<file path="src/rtl/mult_share_ctrl.sv">
// Two-requester round-robin front end for a single iterative shift-add unsigned multiplier.
// Optional feature MULT_SHARE_ZERO_SKIP_EN: a zero operand skips the RUN phase and reports P=0.
module mult_share_ctrl #(
  parameter int WIDTH = 4
) (
  input  logic               Clk,
  input  logic               Reset,
  input  logic               En,
  input  logic               Req0,
  input  logic [WIDTH-1:0]   A0,
  input  logic [WIDTH-1:0]   B0,
  input  logic               Req1,
  input  logic [WIDTH-1:0]   A1,
  input  logic [WIDTH-1:0]   B1,
  output logic               Gnt0,
  output logic               Gnt1,
  output logic [2*WIDTH-1:0] P,
  output logic               Done,
  output logic               DoneId,
  output logic               Busy
);

  localparam int CW = $clog2(WIDTH + 1);

  typedef enum logic [1:0] {IDLE, RUN, DONE} state_t;

  state_t             state, state_nxt;
  logic [2*WIDTH-1:0] mcand, mcand_nxt;
  logic [WIDTH-1:0]   mplier, mplier_nxt;
  logic [2*WIDTH-1:0] acc, acc_nxt;
  logic [CW-1:0]      count, count_nxt;
  logic               owner, owner_nxt;
  logic               last_gnt, last_gnt_nxt;
  logic [2*WIDTH-1:0] p_nxt;
  logic               done_nxt, done_id_nxt, gnt0_nxt, gnt1_nxt;

  logic               winner;
  logic [WIDTH-1:0]   op_a, op_b;
  logic [2*WIDTH-1:0] sum;

  // With both requesting, the side not served most recently wins.
  assign winner = (Req0 && Req1) ? ~last_gnt : Req1;
  assign op_a   = winner ? A1 : A0;
  assign op_b   = winner ? B1 : B0;
  assign sum    = acc + (mplier[0] ? mcand : '0);
  assign Busy   = (state != IDLE);

  always_ff @(posedge Clk or posedge Reset) begin
    if (Reset) begin
      state    <= IDLE;
      mcand    <= '0;
      mplier   <= '0;
      acc      <= '0;
      count    <= '0;
      owner    <= 1'b0;
      last_gnt <= 1'b1;
      P        <= '0;
      Done     <= 1'b0;
      DoneId   <= 1'b0;
      Gnt0     <= 1'b0;
      Gnt1     <= 1'b0;
    end else if (En) begin
      state    <= state_nxt;
      mcand    <= mcand_nxt;
      mplier   <= mplier_nxt;
      acc      <= acc_nxt;
      count    <= count_nxt;
      owner    <= owner_nxt;
      last_gnt <= last_gnt_nxt;
      P        <= p_nxt;
      Done     <= done_nxt;
      DoneId   <= done_id_nxt;
      Gnt0     <= gnt0_nxt;
      Gnt1     <= gnt1_nxt;
    end
  end

  always_comb begin
    state_nxt    = state;
    mcand_nxt    = mcand;
    mplier_nxt   = mplier;
    acc_nxt      = acc;
    count_nxt    = count;
    owner_nxt    = owner;
    last_gnt_nxt = last_gnt;
    p_nxt        = P;
    done_nxt     = 1'b0;
    done_id_nxt  = DoneId;
    gnt0_nxt     = 1'b0;
    gnt1_nxt     = 1'b0;

    case (state)
      IDLE: begin
        if (Req0 || Req1) begin
          owner_nxt    = winner;
          last_gnt_nxt = winner;
          gnt0_nxt     = ~winner;
          gnt1_nxt     = winner;
          mcand_nxt    = {{WIDTH{1'b0}}, op_a};
          mplier_nxt   = op_b;
          acc_nxt      = '0;
          count_nxt    = '0;
          state_nxt    = RUN;
`ifdef MULT_SHARE_ZERO_SKIP_EN
          if (op_a == '0 || op_b == '0)
            state_nxt = DONE;
`endif
        end
      end

      RUN: begin
        acc_nxt    = sum;
        mcand_nxt  = mcand << 1;
        mplier_nxt = mplier >> 1;
        count_nxt  = count + CW'(1);
        if (count == CW'(WIDTH - 1)) begin
          p_nxt       = sum;
          done_nxt    = 1'b1;
          done_id_nxt = owner;
          state_nxt   = DONE;
        end
      end

      DONE: begin
        state_nxt = IDLE;
`ifdef MULT_SHARE_ZERO_SKIP_EN
        // Arrival without a Done pulse means the zero-skip path; report it now.
        if (!Done) begin
          p_nxt       = '0;
          done_nxt    = 1'b1;
          done_id_nxt = owner;
        end
`endif
      end

      default: state_nxt = IDLE;
    endcase
  end

endmodule

</file>
<file path="config.mk">
export PLATFORM = sky130hd
export DESIGN_NAME = mult_share_ctrl
export DESIGN_NICKNAME = d
export VERILOG_FILES = /design/src/rtl/mult_share_ctrl.sv
export SDC_FILE = /design/constraint.sdc
export NUM_CORES = 1
export LEC_CHECK = 0
export BUFFER_PORTS_ARGS = -buffer_cell sky130_fd_sc_hd__buf_2
export CAP_MARGIN = 20
export CORE_UTILIZATION = 35
export DETAILED_ROUTE_END_ITERATION = 10
export GPL_ROUTABILITY_DRIVEN = 0
export SYNTH_ARGS = -nofsm -noshare
export SYNTH_HDL_FRONTEND = slang
export SYNTH_SLANG_ARGS = --single-unit
</file>
<file path="constraint.sdc">
create_clock -name Clk -period 2.1 [get_ports Clk]
set_clock_uncertainty 0.2 [all_clocks]
set_input_delay 0.105 -clock Clk [delete_from_list [all_inputs] [get_ports Clk]]
set_output_delay 0.105 -clock Clk [all_outputs]
set_load 0.005 [all_outputs]
</file>
==> summary.txt <==
GLOBAL ROUTING
---------------------------------------------------------------------------------
Total track usage                                                           0.151
Global route total overflow                                                     0
Vias in the first global route                                              1,526
Maximum number of pins on one net before global-route repair                   40
Number of antenna violations at the first check in global routing               0
First-pass GRT wire length                                                6.87 mm

SYNTH
---------------------------------------------------------------------------------
Synth Cell Area                                                         1960 um^2
Leading post-synthesis cells by cell area                            dfrtp_1 (48%), o21ai_0 (8.4%), nand2_1 (7.1%), ha_1 (5.7%), mux2i_1 (4.1%)
Cells after Synth                                                             199
Average footprint of a synthesized cell                                 9.86 um^2
Leading register cell type out of synthesis                               dfrtp_1
Sequential-to-total area share from yosys stat                              0.498
Cell with the most instances after synthesis                              dfrtp_1
Number of enable-type register cells in the synthesized netlist                 0
Number of warnings printed during yosys synthesis                               0
Number of flip-flops and latches in the synthesized netlist                    39
Count of distinct cell types in the synthesized netlist                        31
Synthesized net count                                                         230
Cell types with the highest counts after synthesis                   dfrtp_1 (38), nand2_1 (37), o21ai_0 (33)
Fraction of registers with async set/reset                                   1.00
Area share of the largest cell type after synthesis                         0.484
Library cell occupying the most area in the post-synthesis netlist        dfrtp_1

DRT
---------------------------------------------------------------------------------
Wirelength, routed                                                        4.09 mm
WL/cell                                                                   12.5 um
Via total after detailed routing                                            1,579
Via density                                                                  4.81
1st-pass router iterations                                                      4
Drt initial violations                                                         68
Detail Route Antenna Nets                                                       0
Met2 WL post-DR                                                           1.95 mm
DRC viols                                                                       0
Total routed wire length on the met1 layer                                1.89 mm
Met3 wire length                                                           151 um
Highest signal layer in the routed design                                    met4

STA
---------------------------------------------------------------------------------
Worst Tran Pin Value                                                     0.497 ns
RSZ-0062 raised after global routing                                         true
Hold_ws                                                                 0.0307 ns
Total of endpoints with negative setup slack in the final report                3
Least setup slack across all paths after layout                         -0.111 ns
Clock period minus final worst setup slack                                2.21 ns
Rel. slew slack                                                             0.669
Final clock period utilization by the worst path                             1.05
Number of hold-slack violations in the final timing report                      0
Final count of pins violating max slew                                          0
Max Clk Rate                                                              452 MHz

FLOORPLAN
---------------------------------------------------------------------------------
Horizontal die dimension                                                  76.9 um
Number of ports placed on the die boundary                                     34
Starting density of the core                                                0.375
Floorplan die height                                                      76.9 um
Placeable core region                                                   5240 um^2
Row count                                                                      26
Die area                                                                5910 um^2

FLOW RUN
---------------------------------------------------------------------------------
Max-cap viol count                                                              0

CLOCK TREE
---------------------------------------------------------------------------------
Root Buffer Master                                                       clkbuf_8
Clock tree from TritonCTS                                                     yes
Num CTS Buffers                                                                 5
Clock sink count                                                               39
Buffer depth of the longest clock path                                          2
Clock insertion delay at the later pin of the skew report                 0.29 ns
CTS H-tree lvls                                                                 2
Clock transition at the registers of the reported paths                   0.08 ns

CELLS AND AREA
---------------------------------------------------------------------------------
Ant. Diodes                                                                     0
End-of-flow core utilization                                                0.495
Finished layout cell area                                               2590 um^2
Layout cells sized above 1                                                  0.314
Area delta synth->final                                                     31.9%
Number of filler cells placed in the layout                                   496
Layout Nets                                                                   288

WORST SETUP PATH
---------------------------------------------------------------------------------
Crit-path most repeated cell                                               o21a_1
Critical Path, Cell by Cell                                          and2_4 > ha_4 > inv_2 > fa_2 > nor2b_4 > o31a_1 > o21a_1 > o21a_1 > o31ai_2
Endpoint class of the critical path                                      register
Worst setup SP type                                                      register
Worst setup path class                                               register to register
Critical Path Max Stage Delay                                             0.44 ns
Maximum fanout count along the critical path                                    5
Critical Path RT                                                          2.10 ns
Worst path slowest cell                                                   dfrtp_2
Data arrival at the endpoint of the critical path                         2.21 ns

POWER AND IR DROP
---------------------------------------------------------------------------------
Worst ir drop on vdd                                                     0.581 mV
Total power per unit cell area                                       1110 nW/um^2
Leakage power summed over all cells                                    0.00122 uW

WORST HOLD PATH
---------------------------------------------------------------------------------
Class of the tightest hold or removal check                          primary input to register

STATUS
---------------------------------------------------------------------------------
Failing checks                                                       setup timing
Result of the run                                                    finished, violations left

PLACE
---------------------------------------------------------------------------------
DP Area                                                                 2310 um^2
Port Buffers                                                                   33
Half-perimeter wire length after detailed placement                       2.86 mm

[cells by family after synthesis]
family,synth area share
AOI/OAI and AO/OA,0.200
muxes,0.0580
DFF,0.498
buffers and inverters,0.0382
and+or+nand+nor,0.120
xor gates and xnor gates,0.0178
adders and majority gates,0.0676
[metal layers]
layer	vias up	GRT usage
li1	807	-
met1	723	0.182
met2	38	0.244
met3	11	0.0464
met4	0	0.0750
met5	-	0
[critical path, delay by kind of cell (launching register included)]
kind | cells | cell delay [ns]
compound gates | 4 | 0.83
flops | 1 | 0.44
fa+ha+maj | 2 | 0.38
simple gates | 2 | 0.21
buf+inv | 1 | 0.05
[area by class of cell]
class,count,area [um^2],share of cell area
Inverter,12,45.0,0.0174
Timing Repair Buffer,58,377,0.145
Multi-Input combinational cell,141,1020,0.393
Tap cell,70,87.6,0.0338
Clock inverter,2,12.5,0.00483
Sequential cell,39,978,0.378
Clock buffer,6,72.6,0.0280
[placed cells by master, fill, tap and decap left out, drive strengths merged, types with 2 or more instances in the layout]
| cell type | instances |
|---|---|
| xor2 | 3 |
| nor3 | 2 |
| clkbuf | 6 |
| buf | 50 |
| inv | 12 |
| mux2i | 8 |
| mux2 | 3 |
| o211ai | 3 |
| ha | 9 |
| o31ai | 3 |
| nand2 | 37 |
| and2 | 9 |
| o22ai | 2 |
| dlygate4sd3 | 8 |
| o21ai | 33 |
| o21a | 3 |
| a21oi | 7 |
| a22o | 7 |
| dfrtp | 38 |
[per-stage QoR]
step                      total power (uW)  setup slack, ns  TNS [ns]  instances
after floorplan                       1840          -0.0386   -0.0772        199
after global placement                2220          -0.0444    -0.133        309
after detailed placement              2250           -0.124    -0.330        309
after CTS                             2800           -0.130    -0.366        325
after global routing                  3140           -0.235    -0.930        328
final                                 2890           -0.111    -0.282        328
[sequential cells by signal, indices dropped and copies added (netlist names)]
name / flops
P: 8
acc: 8
mcand: 8
mplier: 4
count: 3
state: 2
Done: 1
DoneId: 1
Gnt0: 1
Gnt1: 1
last_gnt: 1
owner: 1
[where the power goes]
group	total [uW]	switching (uW)	leakage, uW	internal [uW]
registers	1210	179	0.000510	1030
clock network	501	269	0.0000412	232
logic	1180	564	0.000667	612
total	2890	1010	0.00122	1870
[final timing paths]
kind | start | to | slack (ns) | cells past startpoint
worst max-delay path | mplier[0]$_DFFE_PP0P_ | acc[6]$_DFFE_PP0P_ | -0.11 | 9
worst min-delay path | B0[1] | mplier[1]$_DFFE_PP0P_ | 0.03 | 5
worst max register to register | mplier[0]$_DFFE_PP0P_ | acc[6]$_DFFE_PP0P_ | -0.11 | 9
worst min register to register | owner$_DFFE_PP0P_ | owner$_DFFE_PP0P_ | 0.28 | 2
max in group asynchronous | Reset | mplier[0]$_DFFE_PP0P_ | 1.07 | 4
min in group asynchronous | Reset | P[6]$_DFFE_PP0P_ | 0.27 | 4
[timing repair]
action | 4_1_cts | 5_1_grt
gates resized for setup | 5 | 14
hold buffers | 8 | 0
pin swaps | 2 | 9
setup buffers | 0 | 3
endpoints found under the hold margin | 46 | 0
endpoints found under the setup margin | 5 | 11
cloned | 0 | 0
(Power assumes the default switching activity.)
